**config.mk**
```make
export PLATFORM = sky130hd
export DESIGN_NAME = seg7_scan_driver
export DESIGN_NICKNAME = d
export VERILOG_FILES = /design/src/rtl/seg7_pkg.sv /design/src/rtl/hex_to_seg7.sv /design/src/rtl/seg7_scan_driver.sv
export SDC_FILE = /design/constraint.sdc
export NUM_CORES = 1
export LEC_CHECK = 0
export CAP_MARGIN = 5
export CORE_MARGIN = 1
export CORE_UTILIZATION = 60
export CTS_CLUSTER_SIZE = 28
export DETAILED_ROUTE_END_ITERATION = 16
export PLACE_DENSITY = 0.85
export SYNTH_ARGS = -nofsm -noshare
export SYNTH_HDL_FRONTEND = slang
export SYNTH_SLANG_ARGS = --single-unit
```
**constraint.sdc**
```tcl
create_clock -name clk -period 6.27 [get_ports clk]
set_input_delay 0.627 -clock clk [delete_from_list [all_inputs] [get_ports clk]]
set_output_delay 0.627 -clock clk [all_outputs]
set_load 0.02 [all_outputs]
```
**src/rtl/seg7_pkg.sv**
```systemverilog
`default_nettype none
// ============================================================================
//  Module      : seg7_pkg (package)
//  Description : Shared constants and types for the 8-digit 7-segment scan
//                driver: blank pattern, active-low segment table, and the
//                {digits,en} frame word held in the shadow/active buffers.
//  Revision    : 1.0 - initial release
// ============================================================================
package seg7_pkg;

    // Number of digits on the display; the anode bus width follows this.
    localparam int NDIG = 8;

    // All segments off (active-low).
    localparam logic [6:0] SEG_BLANK = 7'h7F;

    // Active-low {g,f,e,d,c,b,a} patterns, indexed by nibble value.
    // Entry 15 is listed first because this is a packed array.
    localparam logic [15:0][6:0] SEG_TABLE = {
        7'h0E, 7'h06, 7'h21, 7'h46,   // F E d C
        7'h03, 7'h08, 7'h10, 7'h00,   // b A 9 8
        7'h78, 7'h02, 7'h12, 7'h19,   // 7 6 5 4
        7'h30, 7'h24, 7'h79, 7'h40    // 3 2 1 0
    };

    // One display frame: nibble k of digits drives digit k, en[k] lights it.
    typedef struct packed {
        logic [31:0] digits;
        logic [7:0]  en;
    } frame_t;

endpackage
`default_nettype wire

```
**src/rtl/hex_to_seg7.sv**
```systemverilog
`default_nettype none
// ============================================================================
//  Module      : hex_to_seg7
//  Description : Combinational nibble to active-low 7-segment decoder.
//  Ports       : nib_i [3:0]  hex digit value
//                seg_o [6:0]  {g,f,e,d,c,b,a}, active-low
//  Revision    : 1.0 - initial release
// ============================================================================
module hex_to_seg7
    import seg7_pkg::*;
(
    input  logic [3:0] nib_i,
    output logic [6:0] seg_o
);

    assign seg_o = SEG_TABLE[nib_i];

endmodule
`default_nettype wire

```
**src/rtl/seg7_scan_driver.sv**
```systemverilog
`default_nettype none
// ============================================================================
//  Module      : seg7_scan_driver
//  Description : Time-multiplexed driver for an 8-digit common-anode
//                7-segment display. New values are captured into a shadow
//                buffer on load and copied to the active buffer only at the
//                end of a scan frame, so a frame never mixes old and new data.
//  Ports       : clk          system clock
//                rst          synchronous reset, active-high
//                digits [31:0] nibble k shows on digit k (digit 0 rightmost)
//                en     [7:0]  en[k]=1 lights digit k
//                load         1-cycle strobe, captures digits/en into shadow
//                pending      shadow holds data not yet applied
//                hex    [6:0]  {g,f,e,d,c,b,a}, active-low
//                AN     [7:0]  anode strobes, active-low
//  Parameters  : DIV          clk cycles per digit slot (>= 2)
//  Options     : SEG7_LEAD_ZERO_BLANK_EN - when defined, enabled digits above
//                the highest nonzero enabled digit are blanked (digit 0 is
//                always kept so a zero value still reads "0").
//  Revision    : 1.0 - initial release
// ============================================================================
module seg7_scan_driver
    import seg7_pkg::*;
#(
    parameter int DIV = 100000
) (
    input  logic             clk,
    input  logic             rst,
    input  logic [31:0]      digits,
    input  logic [NDIG-1:0]  en,
    input  logic             load,
    output logic             pending,
    output logic [6:0]       hex,
    output logic [NDIG-1:0]  AN
);

    localparam int CNT_W = (DIV > 1) ? $clog2(DIV) : 1;
    localparam int IDX_W = $clog2(NDIG);
    localparam logic [CNT_W-1:0] CNT_LAST = CNT_W'(DIV - 1);
    localparam logic [IDX_W-1:0] IDX_LAST = IDX_W'(NDIG - 1);

    // ------------------------------------------------------------------
    // State
    // ------------------------------------------------------------------
    logic [CNT_W-1:0] cnt_q,     cnt_d;
    logic [IDX_W-1:0] idx_q,     idx_d;
    frame_t           shadow_q,  shadow_d;
    frame_t           active_q,  active_d;
    logic             pending_q, pending_d;
    logic [6:0]       hex_q,     hex_d;
    logic [NDIG-1:0]  an_q,      an_d;

    logic             tick;
    logic             boundary;
    logic [NDIG-1:0]  en_eff;
    logic [3:0]       nib_cur;
    logic [6:0]       seg_cur;

    assign tick     = (cnt_q == CNT_LAST);
    assign boundary = tick && (idx_q == IDX_LAST);

    // ------------------------------------------------------------------
    // Effective enable mask for the active buffer
    // ------------------------------------------------------------------
`ifdef SEG7_LEAD_ZERO_BLANK_EN
    logic [NDIG-1:0] keep;
    logic            seen;

    // Scan from the top digit down; once a nonzero enabled digit has been
    // seen, it and everything below it stay lit.
    always_comb begin
        keep = '0;
        seen = 1'b0;
        for (int k = NDIG - 1; k >= 0; k--) begin
            if (active_q.en[k] && (active_q.digits[4*k +: 4] != 4'h0)) begin
                seen = 1'b1;
            end
            keep[k] = seen;
        end
        keep[0] = 1'b1;
        en_eff  = active_q.en & keep;
    end
`else
    assign en_eff = active_q.en;
`endif

    // ------------------------------------------------------------------
    // Current digit decode
    // ------------------------------------------------------------------
    assign nib_cur = active_q.digits[{idx_q, 2'b00} +: 4];

    hex_to_seg7 u_hex_to_seg7 (
        .nib_i (nib_cur),
        .seg_o (seg_cur)
    );

    // ------------------------------------------------------------------
    // Next-state logic
    // ------------------------------------------------------------------
    always_comb begin
        cnt_d     = tick ? '0 : cnt_q + CNT_W'(1);
        idx_d     = tick ? idx_q + IDX_W'(1) : idx_q;
        shadow_d  = shadow_q;
        active_d  = active_q;
        pending_d = pending_q;

        // The boundary uses the shadow as it was before this edge; a load on
        // the same edge therefore lands in the shadow for the next frame.
        if (boundary && pending_q) begin
            active_d  = shadow_q;
            pending_d = 1'b0;
        end
        if (load) begin
            shadow_d  = '{digits: digits, en: en};
            pending_d = 1'b1;
        end

        an_d  = ~((NDIG'(1) << idx_q) & en_eff);
        hex_d = en_eff[idx_q] ? seg_cur : SEG_BLANK;
    end

    // ------------------------------------------------------------------
    // Registers
    // ------------------------------------------------------------------
    always_ff @(posedge clk) begin
        if (rst) begin
            cnt_q     <= '0;
            idx_q     <= '0;
            shadow_q  <= '0;
            active_q  <= '0;
            pending_q <= 1'b0;
            hex_q     <= SEG_BLANK;
            an_q      <= '1;
        end else begin
            cnt_q     <= cnt_d;
            idx_q     <= idx_d;
            shadow_q  <= shadow_d;
            active_q  <= active_d;
            pending_q <= pending_d;
            hex_q     <= hex_d;
            an_q      <= an_d;
        end
    end

    assign pending = pending_q;
    assign hex     = hex_q;
    assign AN      = an_q;

endmodule
`default_nettype wire

```
## Word-level counts from Yosys, hierarchy flattened

Memories as Yosys holds them, arrays and structs flattened. A register that Yosys moved wholly into a read port is not among the register bits.
Cells that the tools add are included.

- Flip-flop bits (word level): 109
- Memory bits (read-only): 112
- Logic and storage cells: 28
- Input port bits: 43
- Memories: 1
- Output and inout port bits: 16

- Multiplexer cells: 4
- Order comparisons: 1
- Reductions and logical operators: 5
- Bitwise gates (word level): 3
- Shift-type cells: 2
- Equal/unequal tests: 2
- Add/sub/neg operators: 2

Memories:

| memory | words | width | read ports | clocked after memory_dff | write ports | line | source |
|---|---|---|---|---|---|---|---|
| (no name shown) | 16 | 7 | 1 | 1 | 0 | hex_to_seg7.sv:16 | `assign seg_o = SEG_TABLE[nib_i];` |

Operators by type and width:

| operator | number |
|---|---|
| 32-bit by 6-bit indexed part select with 4-bit output | 1 |
| 17-bit by 1-bit adder with 17-bit output (second input constant) | 1 |
| 17-bit equality test (second input constant) | 1 |
| 8-bit bitwise AND | 1 |
| 8-bit NOT | 1 |
| 1-bit by 3-bit left shift with 8-bit output (first input constant) | 1 |
| 3-bit by 4-bit < comparator with 1-bit output (second input constant) | 1 |
| 2-bit OR reduction | 2 |
| 3-bit by 1-bit adder with 3-bit output (second input constant) | 1 |
| 1-bit binary-select mux with 3-bit select | 1 |
| 3-bit equality test (second input constant) | 1 |
| 1-bit 2-to-1 mux | 3 |
| 1-bit logical AND | 2 |
| 2-bit nonzero test | 1 |
| 1-bit NOT | 1 |

## Depth between registers and ports, before layout

Gate-level depths: netlist (run 1).

- Word-level depth: 5
- Depth in mapped cells: 10
- Mapped depth without buffers: 8

## Hierarchy

Synthesis (run 1) repeated with hierarchy kept, for this count alone.

- Cells, all modules: 531
- Area, all modules: 4,979.8 µm²

Modules (own cells, without submodules):

| module | seq. area each (µm²) | area an instance (µm²) | instances | cells an instance |
|---|---|---|---|---|
| seg7_scan_driver | 2,322.2 | 4,708.3 | 1 | 496 |
| hex_to_seg7 | 0.0 | 271.5 | 1 | 35 |

## Least setup slack after synthesis (run 1)

OpenSTA, ideal clock, no wires.

- Kind: register to register
- From: reg idx_q[0]
- To: reg hex_q[4], in the netlist hex[4]
- Required time: 6.148 ns
- Clock period less this slack: 2.210 ns
- Path buffers: 2
- Cell stages (with the launch flop): 10
- Setup time: 0.122 ns
- Path slack: 4.060 ns
- Arrival time: 2.088 ns
- Cell sequence: dfxtp_1 -> buf_4 -> buf_8 -> mux4_2 -> mux2i_4 -> inv_1 -> ha_1 -> nand2_1 -> o21ai_0 -> a221o_1

- Cells in the longest elaborated chain, start to end: 4
- Elaborated cells between the ends (all ways): 5
- Those cells by class: shift: 1; mux: 2; bitwise: 1; reduce/logical: 1

Ends and longest elaborated chain:

| element | line | source |
|---|---|---|
| from (decl) | seg7_scan_driver.sv:46 | `logic [IDX_W-1:0] idx_q, idx_d;` |
| from (signal assigned) | seg7_scan_driver.sv:136 | `idx_q <= idx_d;` |
| branches (longest 4 deep; another with 32-bit by 6-bit indexed part select with 4-bit output) | - |  |
| to (decl) | seg7_scan_driver.sv:50 | `logic [6:0] hex_q, hex_d;` |

Parallel ways; which one is timed is not known. The select of a mux whose other input is x is not followed.
A chain may end at the register's enable or synchronous reset.

## Worst setup path after layout (run 1)

Ends and elaborated chain as after synthesis.

==> results of run 1 <==
==> placed cells by master, fill, tap and decap left out, drive strengths merged, types with 4 or more instances in the layout <==
master / count
or3: 4
buf: 5
nand2: 88
o21ai: 6
inv: 10
nor3: 6
xnor2: 8
nor2b: 5
a211oi: 4
ha: 12
mux2i: 45
nand3: 14
nand4: 5
clkbuf: 24
mux4: 8
a21oi: 49
clkinv: 5
xor2: 5
nor2: 65
clkdlybuf4s50: 56
dfxtp: 116
==> metal layers <==
layer / global-route usage / wire length [um] / vias up
li1: - / - / 1821
met1: 0.306 / 4380 / 1801
met2: 0.424 / 5070 / 137
met3: 0.0788 / 585 / 29
met4: 0.109 / 206 / 0
met5: 0 / 0 / -
==> report_power, final <==
part / internal, mW / total [mW] / switching [mW] / leakage [nW]
clock network: 0.575 / 0.895 / 0.320 / 0.277
logic: 0.0418 / 0.0761 / 0.0343 / 0.999
registers: 0.755 / 0.766 / 0.0109 / 0.944
==> sequential cells by signal (all words and copies together), names as in the netlist <==
signal,count
hex,7
pending,1
active_q,32
AN,8
shadow_q,40
en_eff,8
cnt_q,17
idx_q,3
==> worst paths after layout <==
check             endpoint      start  slack [ns]  cells after the start
hold reg to reg      AN[3]  en_eff[3]        0.42                      1
setup / recovery    hex[4]   idx_q[0]        3.50                      7
setup reg to reg    hex[4]   idx_q[0]        3.50                      7
hold / removal       AN[3]  en_eff[3]        0.42                      1
==> cell type report <==
cell class,count,area (um2)
flip-flops and latches,116,2320
inverters,10,37.5
clock buffers,24,490
fillers,511,1800
well taps,102,128
multi-input cells,350,2360
repair buffers,61,596
clock inverters,8,73.8
==> cells by family (layout without fill, tap and decap cells) <==
logic type | count (synthesis) | after routing | share of synthesized area
buf+inv | 43 | 103 | 0.0451
mux | 56 | 56 | 0.140
compound gates | 67 | 67 | 0.106
fa+ha+maj | 12 | 12 | 0.0306
xor+xnor | 13 | 13 | 0.0232
simple gates | 202 | 202 | 0.182
flops | 116 | 116 | 0.473
==> stage by stage <==
| step | setup WS, ns | cells | utilization | instance area, um2 |
|---|---|---|---|---|
| final | 3.50 | 671 | 0.770 | 6010 |
| after global placement | 3.70 | 639 | 0.698 | 5450 |
| after global routing | 3.36 | 671 | 0.770 | 6010 |
| after floorplan | 4.06 | 509 | - | 4910 |
| after CTS | 3.55 | 671 | 0.770 | 6010 |
| after detailed placement | 3.56 | 639 | 0.698 | 5450 |
==> worst max-delay path: stages, from the launching register on <==
cell and delay [ns]:
dfxtp_1 0.88, mux4_2 0.63, mux2i_4 0.26, inv_1 0.11, ha_1 0.26, nand2_1 0.10, o21ai_0 0.11, a221o_1 0.30
==> cell usage after synthesis (3+ instances only) <==
| library cell | n |
|---|---|
| a211oi_1 | 4 |
| a21oi_1 | 10 |
| a21oi_2 | 39 |
| and3_1 | 3 |
| buf_1 | 5 |
| buf_6 | 5 |
| clkbuf_1 | 17 |
| dfxtp_1 | 116 |
| ha_1 | 12 |
| inv_1 | 8 |
| mux2_2 | 3 |
| mux2i_1 | 43 |
| mux4_2 | 8 |
| nand2_1 | 88 |
| nand3_1 | 14 |
| nand4_1 | 5 |
| nor2_1 | 65 |
| nor2b_1 | 5 |
| nor3_1 | 6 |
| o21ai_0 | 6 |
| o221ai_1 | 3 |
| or3_1 | 4 |
| xnor2_1 | 8 |
| xor2_1 | 5 |
==> results.ini, run 1 <==
[sta]
tns_ns=0
worst_pin_slew_ns=1.20
max-slew-margin-rel=0.199
max_freq_mhz=361
timing.final.crit_period_ns=2.77
hold_viol_final=0
fin_crit_sh=0.442
skew_ns=0.00760
whs_ns=0.422
rsz0062_at_grt=false
setup_viol=0
drv_slew=0

[clocking]
cts.clk_slew.worst_paths_ns=0.06
clock-root-buffer=clkbuf_8
clock_latency_ns=0.51
cts.sinks=116
ctsResizeCount=0
postCtsSetupRepairBufs=0
tritoncts=yes
cts_made_buffers=17
htree_levels=4
cts_hold_buf=0
clockBufferDepth=2

[yosys]
synth_cell_types=45
syn_area_per_cell_um2=9.64
synth_top_area_frac=0.473
synth_edf_count=0
synth_area_leaders=dfxtp_1, mux2i_1, a21oi_2, nand2_1, nor2_1
async_flop_share=0
yosysWarningCount=0
syn_area_um2=4910
ys_seq_area_frac=0.473
ys_seq_elements=116
yosys.area.top_type=dfxtp_1
syn_nets=564
synth_ff_type=dfxtp_1
syn_inst=509

[status]
status=finished, final reports clean

[routing]
via_per_inst=5.65
num_vias=3788
drt_iter0_markers=234
avgRoutedWirePerCell_um=15.3
detail-route-antenna-nets=0
drc_errors=0
dr.pass1.iters=5
wirelength_um=10200

[die]
initial_utilization=0.629
ios=59
core_area_um2=7810
die_w_um=92.4
die_h_um=92.4
placementRows=32
die_area_um2=8540

[final_layout]
n_antenna_cell=0
drive_above_1_share=0.165
layout.nets=611
areaGrowthSynthToFinish_pct=22.5

[place]
portBuffers=58
dp_hpwl_um=6490
place_congestion=0.827

[setup_path]
worstSetupPathType=flop to flop
cp-end-kind=flop
crit_fanout=16
cp-start-kind=flop
arrival_ns=3.17
cp.required_ns=6.67

[global_routing]
gr-total-overflow=0
grt_use_total=0.256
grt_pass1_vias=3608
antenna_found_initial=0
grt_pass1_wl_um=16900
grt_max_degree=65

[job]
drv_cap=0

[power]
powerDensity_nw_per_um2=289
power_leakage_nw=2.22
ir_worst_vdd_v=0.000196
p_total_mw=1.74

[min_path]
hp-class=flop to flop

No activity file was read; power rests on OpenSTA's default activity.
==> inputs of run 2 (changes only) <==
--- a/config.mk
+++ b/config.mk
@@ -7,10 +7,10 @@
 export LEC_CHECK = 0
 export CAP_MARGIN = 5
 export CORE_MARGIN = 1
-export CORE_UTILIZATION = 60
+export CORE_UTILIZATION = 55
 export CTS_CLUSTER_SIZE = 28
 export DETAILED_ROUTE_END_ITERATION = 16
-export PLACE_DENSITY = 0.85
+export PLACE_DENSITY = 0.79
 export SYNTH_ARGS = -nofsm -noshare
 export SYNTH_HDL_FRONTEND = slang
 export SYNTH_SLANG_ARGS = --single-unit
==> constraint.sdc (replaced) <==
create_clock -name clk -period 2.6 [get_ports clk]
set_input_delay 0.26 -clock clk [delete_from_list [all_inputs] [get_ports clk]]
set_output_delay 0.26 -clock clk [all_outputs]
set_load 0.02 [all_outputs]
==> results.ini, run 2 (synthesis gave the netlist of run 1 again) <==
[final_layout]
final_common_cell=dfxtp_1  ; unchanged
regArea_um2=2320  ; unchanged
multi_input_area_um2=2360  ; unchanged
fin_area_um2=6050  ; was 6010 um2
drive_above_1_share=0.168  ; was 0.165
layout.nets=617  ; was 611
top_register=shadow_q  ; unchanged
reg_top3=shadow_q x40, active_q x32, cnt_q x17  ; unchanged
areaGrowthSynthToFinish_pct=23.4  ; was 22.5%
n_antenna_cell=0  ; unchanged
fin_cells=680  ; was 671
final_cell_mix=dfxtp_1, nand2_1, nor2_1  ; unchanged
fillers=666  ; was 511
largest_reg_flops=40  ; unchanged

[setup_path]
r2r_cells=7  ; unchanged
cp-end-kind=flop  ; unchanged
r2r_start=idx_q[1]  ; was idx_q[0]
cp_num_cells=7  ; unchanged
cp-start-kind=flop  ; unchanged
worstSetupPathType=flop to flop  ; unchanged
crit_family=multiplexers  ; unchanged
crit_fanout=15  ; was 16
cp-endpoint=hex[4]  ; unchanged
crit_slowest_cell=dfxtp_1  ; unchanged
cp_num_buf_inv=1  ; unchanged
arrival_ns=2.65  ; was 3.17 ns
rrSetupSlack_ns=0.34  ; was 3.50 ns
cp.required_ns=2.99  ; was 6.67 ns
max_stage_delay_ns=0.65  ; was 0.88 ns
crit_path_start=idx_q[1]  ; was idx_q[0]
cp_cell_sequence=mux4_2 -> mux2i_4 -> inv_1 -> ha_1 -> nand2_1 -> o21ai_0 -> a221o_1  ; unchanged
r2r_end=hex[4]  ; unchanged

[clocking]
clockBufferDepth=2  ; unchanged
cts_hold_buf=0  ; unchanged
cts_made_buffers=17  ; unchanged
cts.clk_slew.worst_paths_ns=0.05  ; was 0.06 ns
htree_levels=4  ; unchanged
tritoncts=yes  ; unchanged
postCtsSetupRepairBufs=0  ; unchanged
clock_latency_ns=0.51  ; about the same
cts.sinks=116  ; unchanged
clock-root-buffer=clkbuf_8  ; unchanged
ctsResizeCount=0  ; unchanged

[die]
die_w_um=96.5  ; was 92.4 um
die_h_um=96.5  ; was 92.4 um
placementRows=34  ; was 32
initial_utilization=0.565  ; was 0.629
core_area_um2=8680  ; was 7810 um2
die_area_um2=9300  ; was 8540 um2
ios=59  ; unchanged

[min_path]
hold_start=rst  ; was en_eff[3]
hp-class=input pin to flop  ; was flop to flop
hold_depth=2  ; was 1

[power]
ir_worst_vdd_v=0.000446  ; was 0.000196 V
intPower_mw=3.30  ; was 1.37 mW
power_leakage_nw=2.24  ; was 2.22 nW
power_switching_share=0.206  ; was 0.210
p_clk_frac=0.510  ; was 0.515
pwr-share-comb=0.045  ; was 0.044
p_sw_uw=854  ; was 366 uW
seqPwrFrac=0.446  ; was 0.441
powerDensity_nw_per_um2=686  ; was 289 nW/um2

[routing]
wirelength_um=10100  ; was 10200 um
dr.pass1.iters=4  ; was 5
avgRoutedWirePerCell_um=14.9  ; was 15.3 um
num_vias=3672  ; was 3788
drt_iter0_markers=171  ; was 234
drc_errors=0  ; unchanged
detail-route-antenna-nets=0  ; unchanged
via_per_inst=5.40  ; was 5.65

[global_routing]
grt_use_total=0.237  ; was 0.256
grt_max_degree=57  ; was 65
grt_pass1_wl_um=16600  ; was 16900 um
antenna_found_initial=0  ; unchanged
grt_pass1_vias=3584  ; was 3608
gr-total-overflow=0  ; unchanged

[place]
placed_cells=651  ; was 639
portBuffers=58  ; unchanged
place_congestion=0.881  ; was 0.827
dp_hpwl_um=6630  ; was 6490 um
placed_area_um2=5510  ; was 5450 um2

[sta]
tns_ns=0  ; unchanged
timing.final.crit_period_ns=2.26  ; was 2.77 ns
drv_slew=0  ; unchanged
setup_viol=0  ; unchanged
max-slew-margin-rel=0.646  ; was 0.199
max_freq_mhz=443  ; was 361 MHz
fin_crit_sh=0.869  ; was 0.442
rsz0062_at_grt=false  ; unchanged
skew_ns=0.0108  ; was 0.00760 ns
hold_viol_final=0  ; unchanged
worst_pin_slew_ns=0.525  ; was 1.20 ns

[status]
status=finished, final reports clean  ; unchanged

[job]
drv_cap=0  ; unchanged

run 2: area by class of cell:
class                           count  share of cell area
Multi-Input combinational cell    350               0.390
Tap cell                          108              0.0223
Timing Repair Buffer               67               0.108
Clock inverter                      4             0.00785
Clock buffer                       25              0.0816
Sequential cell                   116               0.384
Inverter                           10             0.00620
run 2: power groups by stage:
stage | logic (mW) | registers (mW) | clock network (mW)
floorplan | 0.104 | 1.88 | 0
global placement | 0.181 | 1.88 | 0
detailed placement | 0.187 | 1.89 | 0
CTS | 0.188 | 1.85 | 2.14
global route | 0.204 | 1.85 | 2.22
finish | 0.186 | 1.85 | 2.12
run 2: per-layer routing:
metal  vias to the layer above  wire (um)  GRT usage  part of all wire
met1                      1745       4610      0.286              0.45
li1                       1826          -          -                 -
met3                        16        387     0.0673             0.038
met2                        85       4990      0.401              0.49
met5                         -          0          0                 0
met4                         0        155     0.0919             0.015
run 2: through the flow:
stage / hold WS, ns / setup slack (ns) / util / total power [mW]
after global placement: 0.431 / 0.494 / 0.635 / 2.07
after CTS: 0.173 / 0.350 / 0.698 / 4.17
after floorplan: 0.393 / 0.390 / - / 1.98
final: 0.185 / 0.340 / 0.698 / 4.15
after global routing: 0.192 / 0.180 / 0.698 / 4.28
after detailed placement: 0.423 / 0.360 / 0.635 / 2.07
run 2: worst min-delay path by stage:
stage / to / slack (ns)
2_1_floorplan: AN[2] / 0.39
3_3_place_gp: AN[6] / 0.43
3_5_place_dp: AN[0] / 0.42
4_1_cts: shadow_q[4] / 0.17
5_1_grt: en_eff[3] / 0.19
6_report: shadow_q[4] / 0.19
==> inputs of run 3 (changes only) <==
--- a/config.mk
+++ b/config.mk
@@ -5,7 +5,7 @@
 export SDC_FILE = /design/constraint.sdc
 export NUM_CORES = 1
 export LEC_CHECK = 0
-export CAP_MARGIN = 5
+export CAP_MARGIN = 20
 export CORE_MARGIN = 1
 export CORE_UTILIZATION = 55
 export CTS_CLUSTER_SIZE = 28
==> results of run 3 <==
Final layout, timing and power as in run 2 (identical DEF).
